**src/rtl/mux_pkg.sv**
```systemverilog
// Shared definitions for the MUX console port: register offsets, status bit
// positions and transmitter FSM states.
package mux_pkg;

    localparam logic [15:0] REG_STATUS = 16'd0;
    localparam logic [15:0] REG_DATA   = 16'd1;

    localparam int TX_READY_BIT = 1;
    localparam int TX_IDLE_BIT  = 3;
    localparam int OVERRUN_BIT  = 7;

    typedef enum logic [1:0] {
        ST_IDLE,
        ST_START,
        ST_DATA,
        ST_STOP
    } tx_state_t;

    function automatic logic [7:0] status_byte(input logic ready, input logic idle,
                                               input logic overrun);
        logic [7:0] s;
        s = 8'h00;
        s[TX_READY_BIT] = ready;
        s[TX_IDLE_BIT]  = idle;
        s[OVERRUN_BIT]  = overrun;
        return s;
    endfunction

endpackage

```
**src/rtl/mux0_uart_byte_fifo.sv**
```systemverilog
// Byte-wide FIFO with power-of-two depth; head is presented combinationally
// on dout so a pop and the load of the consumer happen on the same edge.
module byte_fifo #(
    parameter int DEPTH = 4,
    localparam int AW = $clog2(DEPTH),
    localparam int CW = AW + 1
) (
    input  logic          clock,
    input  logic          reset,
    input  logic          push,
    input  logic [7:0]    din,
    input  logic          pop,
    output logic [7:0]    dout,
    output logic          full,
    output logic          empty,
    output logic [CW-1:0] count
);

    logic [7:0]    mem [DEPTH];
    logic [AW-1:0] wr_ptr;
    logic [AW-1:0] rd_ptr;
    logic          do_push;
    logic          do_pop;

    // Fullness is judged on the count before any same-cycle pop.
    assign full    = (count == CW'(DEPTH));
    assign empty   = (count == '0);
    assign do_push = push && !full;
    assign do_pop  = pop && !empty;
    assign dout    = mem[rd_ptr];

    always_ff @(posedge clock) begin
        if (do_push) mem[wr_ptr] <= din;
    end

    always_ff @(posedge clock) begin
        if (reset) begin
            wr_ptr <= '0;
            rd_ptr <= '0;
            count  <= '0;
        end else begin
            if (do_push) wr_ptr <= wr_ptr + AW'(1);
            if (do_pop)  rd_ptr <= rd_ptr + AW'(1);
            case ({do_push, do_pop})
                2'b10:   count <= count + CW'(1);
                2'b01:   count <= count - CW'(1);
                default: count <= count;
            endcase
        end
    end

endmodule

```
**src/rtl/mux0_uart.sv**
```systemverilog
// Console transmit channel for MUX port 0: bus decode of status/data
// registers, TX FIFO and an 8N1 serializer with a programmable bit period.
module mux0_uart
    import mux_pkg::*;
#(
    parameter logic [15:0] BASE_ADDR    = 16'hF200,
    parameter int          CLKS_PER_BIT = 16,
    parameter int          FIFO_DEPTH   = 4
) (
    input  logic        clock,
    input  logic        reset,
    input  logic [15:0] address,
    input  logic        write_en,
    input  logic [7:0]  data_in,
    output logic        sel,
    output logic [7:0]  data_out,
    output logic        txd,
    output logic        tx_busy
);

    localparam int BW = $clog2(CLKS_PER_BIT);
    localparam int CW = $clog2(FIFO_DEPTH) + 1;
    localparam logic [BW-1:0] LAST_CLK = BW'(CLKS_PER_BIT - 1);

    tx_state_t     state, state_n;
    logic [BW-1:0] baud_cnt, baud_n;
    logic [2:0]    bit_cnt, bit_n;
    logic [7:0]    shreg, shreg_n;
    logic          overrun;
    logic          bit_end;

    logic          hit_status, hit_data;
    logic          fifo_push, fifo_pop, fifo_full, fifo_empty;
    logic [7:0]    fifo_dout;
    logic [CW-1:0] fifo_count;
    logic          tx_idle, tx_ready;

    assign hit_status = (address == BASE_ADDR + REG_STATUS);
    assign hit_data   = (address == BASE_ADDR + REG_DATA);
    assign sel        = hit_status || hit_data;
    assign fifo_push  = write_en && hit_data;

    assign tx_idle  = (state == ST_IDLE) && fifo_empty;
    assign tx_ready = (fifo_count < CW'(FIFO_DEPTH));
    assign tx_busy  = !fifo_empty || (state != ST_IDLE);
    assign data_out = hit_status ? status_byte(tx_ready, tx_idle, overrun) : 8'h00;

    byte_fifo #(.DEPTH(FIFO_DEPTH)) u_fifo (
        .clock (clock),
        .reset (reset),
        .push  (fifo_push),
        .din   (data_in),
        .pop   (fifo_pop),
        .dout  (fifo_dout),
        .full  (fifo_full),
        .empty (fifo_empty),
        .count (fifo_count)
    );

    // Status write clears overrun; a data write into a full FIFO sets it.
    always_ff @(posedge clock) begin
        if (reset)                          overrun <= 1'b0;
        else if (write_en && hit_status)    overrun <= 1'b0;
        else if (fifo_push && fifo_full)    overrun <= 1'b1;
    end

    always_ff @(posedge clock) begin
        if (reset) begin
            state    <= ST_IDLE;
            baud_cnt <= '0;
            bit_cnt  <= '0;
            shreg    <= '0;
        end else begin
            state    <= state_n;
            baud_cnt <= baud_n;
            bit_cnt  <= bit_n;
            shreg    <= shreg_n;
        end
    end

    assign bit_end = (baud_cnt == LAST_CLK);

    always_comb begin
        state_n  = state;
        baud_n   = baud_cnt;
        bit_n    = bit_cnt;
        shreg_n  = shreg;
        fifo_pop = 1'b0;
        txd      = 1'b1;
        if (state != ST_IDLE) baud_n = bit_end ? '0 : baud_cnt + BW'(1);
        case (state)
            ST_IDLE: begin
                if (!fifo_empty) begin
                    fifo_pop = 1'b1;
                    shreg_n  = fifo_dout;
                    baud_n   = '0;
                    state_n  = ST_START;
                end
            end
            ST_START: begin
                txd = 1'b0;
                if (bit_end) begin
                    bit_n   = '0;
                    state_n = ST_DATA;
                end
            end
            ST_DATA: begin
                txd = shreg[0];
                if (bit_end) begin
                    shreg_n = {1'b0, shreg[7:1]};
                    bit_n   = bit_cnt + 3'd1;
                    if (bit_cnt == 3'd7) state_n = ST_STOP;
                end
            end
            ST_STOP: begin
                // Chain straight into the next start bit when more data waits.
                if (bit_end) begin
                    if (!fifo_empty) begin
                        fifo_pop = 1'b1;
                        shreg_n  = fifo_dout;
                        state_n  = ST_START;
                    end else begin
                        state_n  = ST_IDLE;
                    end
                end
            end
            default: state_n = ST_IDLE;
        endcase
    end

endmodule

```
**config.mk**
```make
export PLATFORM = sky130hd
export DESIGN_NAME = mux0_uart
export DESIGN_NICKNAME = d
export VERILOG_FILES = /design/src/rtl/mux_pkg.sv /design/src/rtl/mux0_uart_byte_fifo.sv /design/src/rtl/mux0_uart.sv
export SDC_FILE = /design/constraint.sdc
export NUM_CORES = 1
export LEC_CHECK = 0
export CORE_AREA = 2 2 71 141
export CTS_CLUSTER_DIAMETER = 100
export DETAILED_ROUTE_END_ITERATION = 10
export DIE_AREA = 0 0 73 143
export GPL_TIMING_DRIVEN = 0
export PLACE_DENSITY_LB_ADDON = 0.2
export SETUP_SLACK_MARGIN = 0.02
export SYNTH_ARGS = -nofsm -noshare
export SYNTH_HDL_FRONTEND = slang
export SYNTH_SLANG_ARGS = --single-unit
```
**constraint.sdc**
```tcl
create_clock -name clock -period 4.31 [get_ports clock]
set_input_delay 0.431 -clock clock [delete_from_list [all_inputs] [get_ports clock]]
set_output_delay 0.431 -clock clock [all_outputs]
set_load 0.02 [all_outputs]
```
==> impl_metrics.csv, run 1 <==
group,metric,value,unit
run_status,status,"completed",
drt,drtAntennaViolNets,0,
timing,postLayoutSetupSlackWorst,1240,ps
synth,netlist_top_cells_count,"32 x sky130_fd_sc_hd__edfxtp_1, 27 x sky130_fd_sc_hd__dfxtp_1, 24 x sky130_fd_sc_hd__nor2_1",
timing,setup_failing_eps_final,0,
drt,via_per_inst,4.92,
setup_path,endpoint_kind,"output pin",
drt,drt_iter0_markers,84,
die,die_h,143,um
setup_path,timing.setup.critical_path_class,"primary input to output pin",
timing,layout_worst_path_cycle_share,71.2,%
setup_path,r2r_setup_slack,1730,ps
cells_and_area,multiInputGateArea,1120,um^2
synth,synth-edff-count,32,
die,initial_core_util,29.3,%
timing,hold_vio_cnt_final,0,
die,design.portCount,38,
place,detailedPlacementHpwl,4340,um
drt,vias,1927,
cells_and_area,antenna_cells_inserted,0,
clock_network,clk_transition_reported_paths,50,ps
die,dieWidth,73,um
synth,netlist_top_cells_area,"sky130_fd_sc_hd__edfxtp_1 35%, sky130_fd_sc_hd__dfxtp_1 20%, sky130_fd_sc_hd__mux2i_1 6.6%",
synth,synth_cell_type_count,50,
worst_hold_path,min_path_cells,2,
global_route,globalRouteOverflowTotal,0,
cells_and_area,number_of_nets_in_the_final_layout,323,
die,design.core.area,9320,um^2
setup_path,crit_path_max_fanout,6,
global_route,grt_first_pass_wirelength,9640,um
synth,synthesis.instances,237,
synth,synthMostInstantiatedCell,"sky130_fd_sc_hd__edfxtp_1",
drt,first_pass_iters,4,
die,dieArea,10400,um^2
clock_network,cts-hold-fix-buffers,0,
cells_and_area,fill_cells,913,
clock_network,clk_path_buf_depth,2,
cells_and_area,flow.area_growth_from_synthesis,28.2,%
pwr,peakVddDrop,0.186,mV
clock_network,clock_latency,320,ps
setup_path,cp-start-kind,"primary input",
clock_network,cts_tree,"built",
clock_network,ctsResizeCount,0,
clock_network,post-cts-setup-buffer-count,0,
drt,drc,0,
die,fp-row-count,50,
pwr,power_leakage,0.00120,uW
setup_path,r2r_end,"u_fifo.count[2]",
global_route,antenna_found_initial,0,
global_route,grtUsageTotal,12.5,%
clock_network,cts.htree.levels,3,
timing,finalClockSkew,4.41,ps
setup_path,depth_of_the_worst_register_to_register_path,9,
global_route,grt_start_max_net_pins,12,
pwr,powerDensity,436,nW/um^2
synth,synth_area_per_cell,11.5,um^2
cells_and_area,seqCellArea,1500,um^2
setup_path,r2r_start,"state[1]",
setup_path,crit_start,"address[3]",
place,port-buffer-count,31,
timing,period_minus_slack,3070,ps
timing,fmax,326,MHz
timing,setup_total_negative_slack,0,ps
synth,proportion_of_synthesized_flip_flops_having_asynchronous_set_or_reset,0,%
synth,synth.yosys.warnings,0,
flow_run,drv_cap,0,
timing,slew_headroom,59.2,%
place,dp_worst_setup_slack,1230,ps
setup_path,worst_setup_path_endpoint,"data_out[3]",
synth,synth_largest_type_area_fraction,35.1,%
clock_network,clock_tree.root_cell,"sky130_fd_sc_hd__clkbuf_16",
worst_hold_path,min-delay-path-class,"flip-flop to flip-flop",
synth,flops_latches_synth,59,
global_route,vias_in_the_first_global_route,1930,
timing,worst_pin_slew,613,ps
drt,drt-total-wl,5940,um
clock_network,clock_sinks,59,
timing,report.final.slew_viol_count,0,
setup_path,worstPathRequired,3880,ps
synth,yosysSeqAreaShare,54.9,%
clock_network,cts-buffers-inserted,9,
timing,grt_setup_unrepaired,"false",
synth,synth_top_flop_cell,"sky130_fd_sc_hd__edfxtp_1",
synth,synthesis.area,2740,um^2
cells_and_area,drive_above_1_share,11.8,%
place,place_congestion,0.699,
setup_path,worstPathArrival,2640,ps
synth,synth_area_leader_cell,"sky130_fd_sc_hd__edfxtp_1",
drt,drt-wirelength-per-cell,15.1,um
## metrics by stage
| stage | util [%] | total power, uW | hold slack, ps | cell area (um^2) | cells |
|---|---|---|---|---|---|
| global route | 37.6 | 1590 | 478 | 3510 | 392 |
| finish | 37.6 | 1530 | 459 | 3510 | 392 |
| CTS | 37.6 | 1550 | 461 | 3510 | 392 |
| global placement | 34.2 | 789 | 444 | 3190 | 376 |
| floorplan | - | 723 | 437 | 2750 | 241 |
| detailed placement | 34.2 | 790 | 454 | 3190 | 376 |
## layout by cell type (no fill, tap or decap), types with 4 or more instances in the layout
cell / count
sky130_fd_sc_hd__a211oi_1: 7
sky130_fd_sc_hd__mux2i_1: 18
sky130_fd_sc_hd__clkbuf_1: 4
sky130_fd_sc_hd__nor3_1: 10
sky130_fd_sc_hd__buf_2: 4
sky130_fd_sc_hd__o22ai_1: 8
sky130_fd_sc_hd__conb_1: 5
sky130_fd_sc_hd__nand3_1: 4
sky130_fd_sc_hd__buf_4: 5
sky130_fd_sc_hd__o21ai_0: 7
sky130_fd_sc_hd__dfxtp_1: 27
sky130_fd_sc_hd__edfxtp_1: 32
sky130_fd_sc_hd__clkdlybuf4s50_1: 31
sky130_fd_sc_hd__a21oi_1: 9
sky130_fd_sc_hd__ha_1: 12
sky130_fd_sc_hd__clkbuf_16: 9
sky130_fd_sc_hd__inv_1: 10
sky130_fd_sc_hd__and3_1: 6
sky130_fd_sc_hd__nor2_1: 24
## cells by family (layout without fill, tap and decap cells)
family / count (synthesis) / after routing / share of synthesized area (%)
and+or+nand+nor: 70 / 70 / 14.3
AOI/OAI and AO/OA: 44 / 44 / 11.5
xor gates and xnor gates: 5 / 5 / 1.60
muxes: 18 / 18 / 6.59
DFF: 59 / 59 / 54.9
other: 1 / 5 / 0.137
buffers and inverters: 27 / 74 / 4.71
adders and majority gates: 13 / 13 / 6.22
## state kept, by name, summed over array words and instances (netlist names), named ones only
signal,cells
baud_cnt,4
bit_cnt,3
overrun,1
shreg,8
state,2
u_fifo.count,3
u_fifo.mem,32
u_fifo.rd_ptr,2
u_fifo.wr_ptr,2
## layout make-up
type                            count  area share [%]
Sequential cell                    59            42.8
Buffer                             17            2.60
Multi-Input combinational cell    155            31.9
Inverter                           10            1.07
Timing Repair Buffer               31            8.85
Tap cell                          104            3.71
Clock buffer                        9            6.42
Clock inverter                      7            2.60
## critical path, stage by stage
cell	delay, ps
sky130_fd_sc_hd__clkdlybuf4s50_1	410
sky130_fd_sc_hd__nor4_2	300
sky130_fd_sc_hd__nand4_1	280
sky130_fd_sc_hd__or4_1	500
sky130_fd_sc_hd__nor2_1	110
sky130_fd_sc_hd__clkdlybuf4s50_1	610
## power breakdown
group | internal [uW] | switching [uW] | leakage (uW)
sequential | 603 | 9.26 | 0.000505
combinational | 77.3 | 87.6 | 0.000544
clock | 504 | 248 | 0.000156
total | 1180 | 345 | 0.00120
## layer usage
| layer | GRT usage, % | up-vias | share of wire, % |
|---|---|---|---|
| met5 | 0 | - | 0 |
| met2 | 22.1 | 34 | 57 |
| li1 | - | 962 | - |
| met3 | 2.82 | 10 | 3.0 |
| met1 | 13.4 | 921 | 38 |
| met4 | 6.43 | 0 | 2.3 |
## worst min-delay path by stage
stage / from / to / slack, ps
2_1_floorplan: shreg[7] / shreg[7] / 440
3_3_place_gp: shreg[7] / shreg[7] / 440
6_report: shreg[7] / shreg[7] / 460
3_5_place_dp: shreg[7] / shreg[7] / 450
5_1_grt: shreg[7] / shreg[7] / 480
4_1_cts: shreg[7] / shreg[7] / 460
Note: power is estimated with default switching activity, not from simulation.
==> run 2: changes to the inputs <==
==> constraint.sdc (replaced) <==
create_clock -name clock -period 2.8 [get_ports clock]
set_input_delay 0.28 -clock clock [delete_from_list [all_inputs] [get_ports clock]]
set_output_delay 0.28 -clock clock [all_outputs]
set_load 0.02 [all_outputs]
==> run 2 against run 1 <==
Effect of this change:
- critical path depth unchanged
- via count decreased by 0.21%
- utilization increased by 0.12 points
- clock skew about the same
- final cell count increased by 0.26%
- highest routed layer unchanged
==> impl_metrics.csv, run 2 (synthesis gave the netlist of run 1 again) <==
group,metric,value,unit
die,initial_core_util,29.3,%
worst_hold_path,min-delay-path-class,"primary input to flip-flop",
timing,slew_headroom,58.6,%
pwr,p_clk_share,49.2,%
timing,setup_failing_eps_final,0,
clock_network,cts-hold-fix-buffers,0,
cells_and_area,flow.area_growth_from_synthesis,28.6,%
drt,drt_iter0_markers,80,
place,place_congestion,0.699,
timing,report.final.slew_viol_count,0,
pwr,net_load_switching_power,531,uW
cells_and_area,number_of_nets_in_the_final_layout,324,
timing,finalClockSkew,4.84,ps
drt,drt-total-wl,5930,um
global_route,grt_first_pass_wirelength,9690,um
die,dieWidth,73,um
setup_path,worstPathArrival,2350,ps
pwr,power.combinational.fraction,10.8,%
pwr,power_report.internal_total,1820,uW
pwr,power_leakage,0.00121,uW
setup_path,r2r_setup_slack,210,ps
timing,setup_total_negative_slack,0,ps
pwr,peakVddDrop,0.287,mV
pwr,powerDensity,669,nW/um^2
cells_and_area,largestRegisters,"u_fifo.mem: 32 flops, shreg: 8 flops, baud_cnt: 4 flops",
setup_path,endpoint_kind,"output pin",
flow_run,drv_cap,0,
setup_path,cp-start-kind,"primary input",
timing,layout_worst_path_cycle_share,93.9,%
timing,worst_pin_slew,621,ps
setup_path,crit_path_max_fanout,2,
die,dieArea,10400,um^2
drt,vias,1923,
die,design.portCount,38,
timing,grt_setup_unrepaired,"false",
place,port-buffer-count,31,
timing,period_minus_slack,2630,ps
cells_and_area,largest_register,"u_fifo.mem",
clock_network,cts.htree.levels,3,
clock_network,ctsResizeCount,0,
pwr,p_seq_share,40.0,%
drt,drtAntennaViolNets,0,
die,fp-row-count,50,
setup_path,worstPathRequired,2520,ps
drt,first_pass_iters,4,
global_route,antenna_found_initial,0,
setup_path,timing.setup.critical_path_class,"primary input to output pin",
drt,drc,0,
die,design.core.area,9320,um^2
global_route,grtUsageTotal,12.6,%
run_status,status,"completed",
pwr,netSwitchingFraction,22.6,%
cells_and_area,layout.cells.most_common,"sky130_fd_sc_hd__edfxtp_1",
cells_and_area,drive_above_1_share,12.5,%
cells_and_area,layout.cells.most_common_list,"32 x sky130_fd_sc_hd__edfxtp_1, 31 x sky130_fd_sc_hd__clkdlybuf4s50_1, 27 x sky130_fd_sc_hd__dfxtp_1",
global_route,globalRouteOverflowTotal,0,
clock_network,clock_tree.root_cell,"sky130_fd_sc_hd__clkbuf_16",
clock_network,clk_path_buf_depth,2,
clock_network,clock_latency,320,ps
global_route,grt_start_max_net_pins,12,
drt,via_per_inst,4.89,
clock_network,clk_transition_reported_paths,50,ps
clock_network,cts-buffers-inserted,9,
cells_and_area,largest_reg_flops,32,
clock_network,clock_sinks,59,
pwr,total_power,2350,uW
clock_network,cts_tree,"built",
global_route,vias_in_the_first_global_route,1940,
timing,fmax,380,MHz
place,detailedPlacementHpwl,4340,um
die,die_h,143,um
timing,hold_vio_cnt_final,0,
cells_and_area,antenna_cells_inserted,0,
drt,drt-wirelength-per-cell,15.1,um
cells_and_area,utilization,37.7,%
run 2: cell count changes in the layout (fill, tap and decap cells not counted):
| cell | change |
|---|---|
| sky130_fd_sc_hd__buf_4 | +2 |
| sky130_fd_sc_hd__buf_1 | -1 |
run 2: metal layers:
layer / share of wire (%) / vias up / track usage (%) / wire length (um)
li1: - / 963 / - / -
met1: 38 / 914 / 13.5 / 2270
met2: 56 / 36 / 22.2 / 3340
met3: 3.1 / 10 / 2.82 / 185
met4: 2.3 / 0 / 6.43 / 134
met5: 0 / - / 0 / 0
run 2: worst paths after layout:
check / start / to / cells after the start
worst max-delay path: address[3] / data_out[3] / 6
worst min-delay path: reset / shreg[3] / 2
worst max register to register: state[1] / u_fifo.count[2] / 9
worst min register to register: shreg[7] / shreg[7] / 2
run 2: metrics by stage:
stage	std cells	cell area [um^2]	setup WS, ps	hold slack [ps]
3_3_place_gp	376	3190	2.84	444
5_1_grt	393	3520	46.0	437
2_1_floorplan	241	2750	508	377
6_report	393	3520	172	408
4_1_cts	394	3520	30.9	413
3_5_place_dp	376	3190	17.1	454
run 2: repair_timing:
item	in CTS	in global routing
pin swaps	1	0
buffers inserted	2	0
endpoints found under the setup margin	2	1
run 2: layout make-up:
cell class	count	area (um^2)
Buffer	16	87.6
Clock buffer	9	225
Clock inverter	7	91.3
Fill cell	910	5800
Inverter	10	37.5
Multi-Input combinational cell	155	1120
Sequential cell	59	1500
Tap cell	104	130
Timing Repair Buffer	33	325
run 2: power by group through the flow:
stage          logic [uW]  registers (uW)  clock network [uW]
3_5_place_dp          257             960                   0
2_1_floorplan         155             957                   0
3_3_place_gp          256             960                   0
4_1_cts               259             942                1190
5_1_grt               279             944                1230
6_report              254             942                1160
run 2: worst max-delay path: stages:
cell	delay (ps)
sky130_fd_sc_hd__clkdlybuf4s50_1	410
sky130_fd_sc_hd__nor4_2	300
sky130_fd_sc_hd__nand4_1	170
sky130_fd_sc_hd__or4_1	470
sky130_fd_sc_hd__nor2_1	110
sky130_fd_sc_hd__clkdlybuf4s50_1	610
==> run 3: changes to the inputs <==
--- a/config.mk
+++ b/config.mk
@@ -11,6 +11,7 @@
 export DIE_AREA = 0 0 73 143
 export GPL_TIMING_DRIVEN = 0
 export PLACE_DENSITY_LB_ADDON = 0.2
+export REMOVE_ABC_BUFFERS = 1
 export SETUP_SLACK_MARGIN = 0.02
 export SYNTH_ARGS = -nofsm -noshare
 export SYNTH_HDL_FRONTEND = slang
==> run 3 against run 2 <==
Effect of this change:
- die area unchanged
- wire length decreased by 6.3%
- count of clock-buffer cells in the layout unchanged
==> impl_metrics.csv, run 3 (synthesis gave the netlist of run 1 again) <==
group,metric,value,unit
run_status,status,"completed",
global_route,grt_first_pass_wirelength,9100,um
place,detailedPlacementHpwl,3960,um
drt,vias,1891,
place,port-buffer-count,32,
drt,drt-wirelength-per-cell,14.7,um
drt,drtAntennaViolNets,0,
clock_network,cts_tree,"built",
die,fp-row-count,50,
timing,period_minus_slack,2600,ps
setup_path,endpoint_kind,"output pin",
flow_run,drv_cap,0,
timing,slew_headroom,33.1,%
clock_network,clock_sinks,59,
global_route,grt_start_max_net_pins,27,
cells_and_area,layout.cells.most_common_list,"32 x sky130_fd_sc_hd__edfxtp_1, 29 x sky130_fd_sc_hd__clkdlybuf4s50_1, 27 x sky130_fd_sc_hd__dfxtp_1",
timing,worst_pin_slew,1000,ps
clock_network,cts-hold-fix-buffers,0,
worst_hold_path,min_path_cells,2,
pwr,total_power,2240,uW
cells_and_area,antenna_cells_inserted,0,
timing,setup_failing_eps_final,0,
die,dieWidth,73,um
pwr,powerDensity,654,nW/um^2
drt,first_pass_iters,4,
clock_network,clk_path_buf_depth,2,
global_route,vias_in_the_first_global_route,1937,
pwr,power_leakage,0.00118,uW
setup_path,worstPathRequired,2520,ps
cells_and_area,largest_register,"u_fifo.mem",
setup_path,crit_path_max_fanout,19,
cells_and_area,largestRegisters,"u_fifo.mem: 32 flops, shreg: 8 flops, baud_cnt: 4 flops",
die,design.core.area,9320,um^2
drt,via_per_inst,5.02,
setup_path,worstPathArrival,2320,ps
setup_path,depth_of_the_worst_register_to_register_path,10,
drt,drt_iter0_markers,60,
clock_network,clock_latency,320,ps
cells_and_area,drive_above_1_share,9.16,%
timing,grt_setup_unrepaired,"false",
cells_and_area,fill_cells,896,
timing,setup_total_negative_slack,0,ps
cells_and_area,flow.area_growth_from_synthesis,25.2,%
clock_network,cts.htree.levels,3,
cells_and_area,number_of_nets_in_the_final_layout,308,
drt,drt-total-wl,5560,um
cells_and_area,seqCellArea,1500,um^2
worst_hold_path,min-delay-path-class,"flip-flop to flip-flop",
setup_path,cp-start-kind,"flip-flop",
timing,fmax,385,MHz
cells_and_area,multiInputGateArea,1130,um^2
die,design.portCount,38,
timing,hold_vio_cnt_final,0,
clock_network,clock_tree.root_cell,"sky130_fd_sc_hd__clkbuf_16",
global_route,antenna_found_initial,0,
cells_and_area,layout.cells.most_common,"sky130_fd_sc_hd__edfxtp_1",
place,dp_worst_setup_slack,16.8,ps
timing,layout_worst_path_cycle_share,92.8,%
cells_and_area,largest_reg_flops,32,
timing,finalClockSkew,6.56,ps
clock_network,cts-buffers-inserted,9,
die,dieArea,10400,um^2
global_route,globalRouteOverflowTotal,0,
drt,drc,0,
global_route,grtUsageTotal,11.8,%
setup_path,timing.setup.critical_path_class,"flip-flop to output pin",
timing,postLayoutSetupSlackWorst,203,ps
place,place_congestion,0.722,
die,initial_core_util,29.3,%
pwr,peakVddDrop,0.372,mV
clock_network,clk_transition_reported_paths,50,ps
die,die_h,143,um
timing,report.final.slew_viol_count,0,
## run 3: stage by stage
stage	area (um^2)	cells	utilization [%]	hold slack, ps
3_5_place_dp	3110	360	33.4	453
6_report	3420	377	36.7	469
5_1_grt	3420	377	36.7	483
3_3_place_gp	3110	360	33.4	447
4_1_cts	3410	377	36.6	464
2_1_floorplan	2660	224	-	345
## run 3: metal layers
metal  vias up  global-route usage [%]  part of all wire [%]
met5         -                       0                     0
met3         6                    3.46                   3.6
li1        930                       -                     -
met1       911                    11.6                    36
met2        44                    21.4                    58
met4         0                    6.14                   1.9
## run 3: layout make-up
class | count | area share (%)
multi-input cells | 155 | 32.9
well taps | 104 | 3.80
clock buffers | 9 | 6.58
inverters | 10 | 1.10
flip-flops and latches | 59 | 43.8
clock inverters | 7 | 2.01
repair buffers | 33 | 9.79
## run 3: timing repair
action                                  CTS  global route
pin swaps                                 1             1
cloned                                    0             0
setup buffers                             1             0
endpoints found under the setup margin    2             3
gates resized for setup                   1             4
## run 3: report_power, final
part | internal [uW] | total (uW) | leakage [uW] | switching [uW]
clock network | 682 | 1050 | 0.000133 | 370
registers | 928 | 943 | 0.000505 | 14.7
logic | 116 | 246 | 0.000546 | 130
## run 3: worst paths after layout
path	startpoint	endpoint	slack, ps
worst max-delay path	state[0]	txd	200
worst min-delay path	shreg[7]	shreg[7]	470
worst max register to register	state[0]	u_fifo.count[2]	260
worst min register to register	shreg[7]	shreg[7]	470
## run 3: worst max-delay path, stage by stage (launching register included)
cell,delay (ps)
sky130_fd_sc_hd__dfxtp_1,340
sky130_fd_sc_hd__inv_1,100
sky130_fd_sc_hd__ha_1,650
sky130_fd_sc_hd__mux2i_1,280
sky130_fd_sc_hd__clkdlybuf4s50_1,630
==> RTL change 1 (settings of run 3) <==
Register the output `sel`, cleared by the reset; this adds one clock of latency there. The other outputs are not delayed to match.
--- a/src/rtl/mux0_uart.sv
+++ b/src/rtl/mux0_uart.sv
@@ -39,3 +39,9 @@
     assign hit_data   = (address == BASE_ADDR + REG_DATA);
-    assign sel        = hit_status || hit_data;
+    always_ff @(posedge clock) begin
+        if (reset) begin
+            sel <= '0;
+        end else begin
+            sel <= hit_status || hit_data;
+        end
+    end
     assign fifo_push  = write_en && hit_data;
Behaviour: not the same (a bounded check fails within 4 cycles, from zero or initial values and one cycle with reset high).
==> RTL change 1 against run 3 <==
Combinational power rose by 11%. Routed wire length rose by 5.0%. Setup slack got worse by 54 ps. Cell count did not move. Non-clock buffer count fell by 1. Power fell by 2.1%. Area after synthesis rose by 0.27%. Design area fell by 0.77%. Highest routed layer unchanged. Clock power fell by 8%. Sequential cell count rose by 1. First-iteration DRC count rose by 37%. Maximum frequency fell by 2.0%.
==> RTL change 1: results (changes against run 3) <==
| Metric | Value |
|---|---|
| Routability cong. | `0.7570 (+4.8%)` |
| Metal2 WL | `3244 um (+0.62%)` |
| Proportion of synthesized chip area in sequential cells | `55.47% (+0.58 points)` |
| IR drop worst, VDD | `0.3114 mV (-16%)` |
| Clock skew | `7.195 ps (+0.6361 ps)` |
| Met2 GRT Util | `22.14% (+0.71 points)` |
| Layout cells sized above 1 | `8.059% (-1.1 points)` |
| Met3 Use GR | `3.458% (unchanged)` |
| Post-synthesis cell count | `238 (+0.42%)` |
| DRT Wirelength | `5836 um (+5.0%)` |
| Initial antenna violation count | `0 (unchanged)` |
| Cells after DPL | `361 (+0.28%)` |
| Dpl ws | `-36.99 ps (-53.77 ps)` |
| Worst hold path type | `flip-flop to flip-flop` |
| DR pass1 iterations | `4 (unchanged)` |
| Worst-Skew Late Latency | `about 330 ps` |
| GR Util All Layers | `12.51% (+0.71 points)` |
| Static leakage | `1.136 nW (-4.0%)` |
| Async S/R FF share, synth | `0% (unchanged)` |
| # Post-CTS Setup Buffers | `0 (-1)` |
| Synth unique cells | `46 (-8.0%)` |
| Vias per cell | `4.963 (-1.1%)` |
| Met3 routed WL | `220 um (+11%)` |
| DP Area | `3115 um2 (+0.20%)` |
| Synth warn | `0 (unchanged)` |
| Detail Placement HPWL | `4066 um (+2.6%)` |
| Antenna diodes | `0 (unchanged)` |
| Crit path DAT | `2370 ps (+50 ps)` |
| Clk slew on worst S/H paths | `50 ps (about the same)` |
| CP max FO | `13 (-6)` |
| Final Core Density | `36.46% (-0.28 points)` |
| First-pass GRT wire length | `9542 um (+4.8%)` |
| Status | `finished clean` |
| Clk root buf | `clkbuf_16` |
| TritonCTS Buffers | `9 (unchanged)` |
| CTS max path bufs | `2 (unchanged)` |
| Uppermost routed layer | `met4` |
| Biggest regs | `u_fifo.mem x32, shreg x8, baud_cnt x4` |
| Slew margin rel. | `25.80% (-7.3 points)` |
| DR WL/cell | `15.48 um (+5.0%)` |
| Nets | `308 (unchanged)` |
| Top post-synthesis cells by area | `edfxtp_1 35%, dfxtp_1 20%, mux2i_1 6.6%` |
| Largest net degree at the start of global routing | `28 (+3.7%)` |
| CTS resizes | `2 (+1)` |
| CTS HTree Levels | `3 (unchanged)` |
| Vias in the first global route | `2003 (+3.4%)` |
| Port bufs | `32 (unchanged)` |
| GRT met1 Usage | `12.23% (+0.64 points)` |
| Post-synth EDFFs | `32 (unchanged)` |
| Final-layout fill cell count | `916 (+2.2%)` |
| Met1 wire length | `2180 um (+7.4%)` |
| First DRT Iteration DRCs | `82 (+37%)` |
| Synth cell count leaders | `32 x edfxtp_1, 28 x dfxtp_1, 23 x nor2_1` |
## RTL change 1: changes by cell type after synthesis, sizes merged, moves of 2 or more
cell / run 3 / this run
inv: 10 / 12
nor3: 10 / 13
nor3b: 3 / 1
nor4: 2 / 0
## RTL change 1: cell type report
type,instances,area [um2],share of cell area [%]
multi-input combinational,153,1120,32.95
tap,104,130.1,3.829
clock buffer,10,229.0,6.738
timing repair buffer,32,320.3,9.426
inverter,12,45.04,1.325
sequential,60,1521,44.77
clock inverter,6,32.53,0.9573
## RTL change 1: critical path, stage by stage, from the launching register on
cell	delay, ps
dfxtp_1	330
inv_1	140
ha_4	230
or4b_4	530
nor3_1	190
clkdlybuf4s50_1	630
## RTL change 1: kinds of logic after synthesis
group	count (synthesis)	share of synthesized area (%)
and+or+nand+nor	68	13.41
DFF	60	55.47
AOI/OAI and AO/OA	44	11.59
buffers and inverters	29	5.018
muxes	18	6.569
adders and majority gates	13	6.204
xor gates and xnor gates	5	1.597
other	1	0.1367
## RTL change 1: power by group
group | total [mW] | leakage [nW] | internal [mW] | switching [mW]
Sequential | 0.957 | 0.513 | 0.943 | 0.0145
Clock | 0.963 | 0.125 | 0.587 | 0.376
Combinational | 0.274 | 0.498 | 0.133 | 0.141
Total | 2.19 | 1.14 | 1.66 | 0.531
## RTL change 1: final timing paths
path | cells past startpoint | slack (ps) | start | end
min reg2reg | 1 | 460 | overrun | overrun
max | 5 | 150 | state[0] | data_out[3]
min | 1 | 460 | overrun | overrun
max reg2reg | 10 | 270 | u_fifo.count[2] | u_fifo.count[2]
==> RTL change 2 (config.mk and constraints of run 3) <==
Without the edit above. Set the parameter `CLKS_PER_BIT` to 32 (it was 16).
--- a/src/rtl/mux0_uart.sv
+++ b/src/rtl/mux0_uart.sv
@@ -6,3 +6,3 @@
     parameter logic [15:0] BASE_ADDR    = 16'hF200,
-    parameter int          CLKS_PER_BIT = 16,
+    parameter int          CLKS_PER_BIT = 32,
     parameter int          FIFO_DEPTH   = 4
Check against the original RTL: same outputs for any inputs over 10 cycles, from zero or initial values and one cycle with reset high; that may be too few to reach the edited logic, so the function may still have changed.
==> RTL change 2 against run 3 <==
Setup slack lost 54 ps. Largest power group unchanged. Routed wire length shrank 1.2%. Clock skew shrank 1.8 ps. Clock power grew 8%. Cell count shrank 3.7%. Power grew 5.3%. Sequential share of layout area shrank 0.39 points. Synthesized cell count shrank 8.0%. Sequential cell count grew 1. Area after synthesis grew 0.82%. Design area grew 2.3%.
==> RTL change 2: results (changes against run 3) <==
| Metric | Value |
|---|---|
| Slew margin rel. | `15.80% (-17 points)` |
| Status | `finished clean` |
| Vias per cell | `4.763 (-5.0%)` |
| Met3 routed WL | `114 um (-42%)` |
| Adder-Cell Fraction of Synth Area | `6.624% (+0.40 points)` |
| First-pass GRT wire length | `8742 um (-3.9%)` |
| Max incr delay on CP | `370 ps (-280 ps)` |
| Top post-synthesis cells by area | `edfxtp_1 35%, dfxtp_1 20%, mux4_2 6.5%` |
| Met2 GRT Util | `20.96% (-0.47 points)` |
| Routability cong. | `0.6827 (-5.4%)` |
| Met3 Use GR | `2.541% (-0.92 points)` |
| Crit path DAT | `2870 ps (+550 ps)` |
| Layout cells sized above 1 | `17.37% (+8.2 points)` |
| XOR/XNOR share of the synthesized area | `1.588% (-0.013 points)` |
| Largest net degree at the start of global routing | `29 (+7.4%)` |
| Vias in the first global route | `1788 (-7.7%)` |
| IR drop worst, VDD | `0.4258 mV (+15%)` |
| Compound-Gate Fraction of Synth Area | `9.256% (-2.3 points)` |
| Detail Placement HPWL | `3893 um (-1.8%)` |
| Clock skew | `4.799 ps (-1.760 ps)` |
| First DRT Iteration DRCs | `69 (+15%)` |
| Setup slack, reg-to-reg | `150 ps (-110 ps)` |
| Proportion of synthesized chip area in sequential cells | `55.17% (+0.28 points)` |
| Synth cell count leaders | `32 x edfxtp_1, 28 x dfxtp_1, 25 x nor2_1` |
| WHS Endpoint | `bit_cnt[1]` |
| Biggest regs | `u_fifo.mem x32, shreg x8, baud_cnt x5` |
| Synth unique cells | `43 (-14%)` |
| Met1 wire length | `2035 um (+0.30%)` |
| Crit path from | `baud_cnt[0]` |
| Dpl ws | `-228.5 ps (-245.3 ps)` |
| R2R depth | `11 (+1)` |
| Static leakage | `1.187 nW (+0.25%)` |
| CTS resizes | `4 (+3)` |
==> RTL change 2: area by class of cell <==
type	count	area [um2]
clock buffer	11	232.7
clock inverter	5	76.32
fill	898	5817
inverter	11	41.29
multi-input combinational	136	1151
sequential	60	1523
tap	104	130.1
timing repair buffer	36	350.3
==> RTL change 2: where the power goes <==
part / total [mW] / switching, mW / internal, mW
Clock: 1.13 / 0.356 / 0.773
Sequential: 0.959 / 0.0146 / 0.944
Combinational: 0.272 / 0.141 / 0.131
==> RTL change 2: metrics by stage <==
step / cell area (um2) / hold slack [ps] / setup TNS (ps) / instances
3_5_place_dp: 3131 / 487.0 / -245.6 / 343
6_report: 3505 / 495.7 / 0 / 363
3_3_place_gp: 3131 / 473.8 / -232.1 / 343
5_1_grt: 3505 / 525.4 / -43.98 / 363
2_1_floorplan: 2680 / 344.6 / 0 / 207
4_1_cts: 3473 / 499.3 / 0 / 360
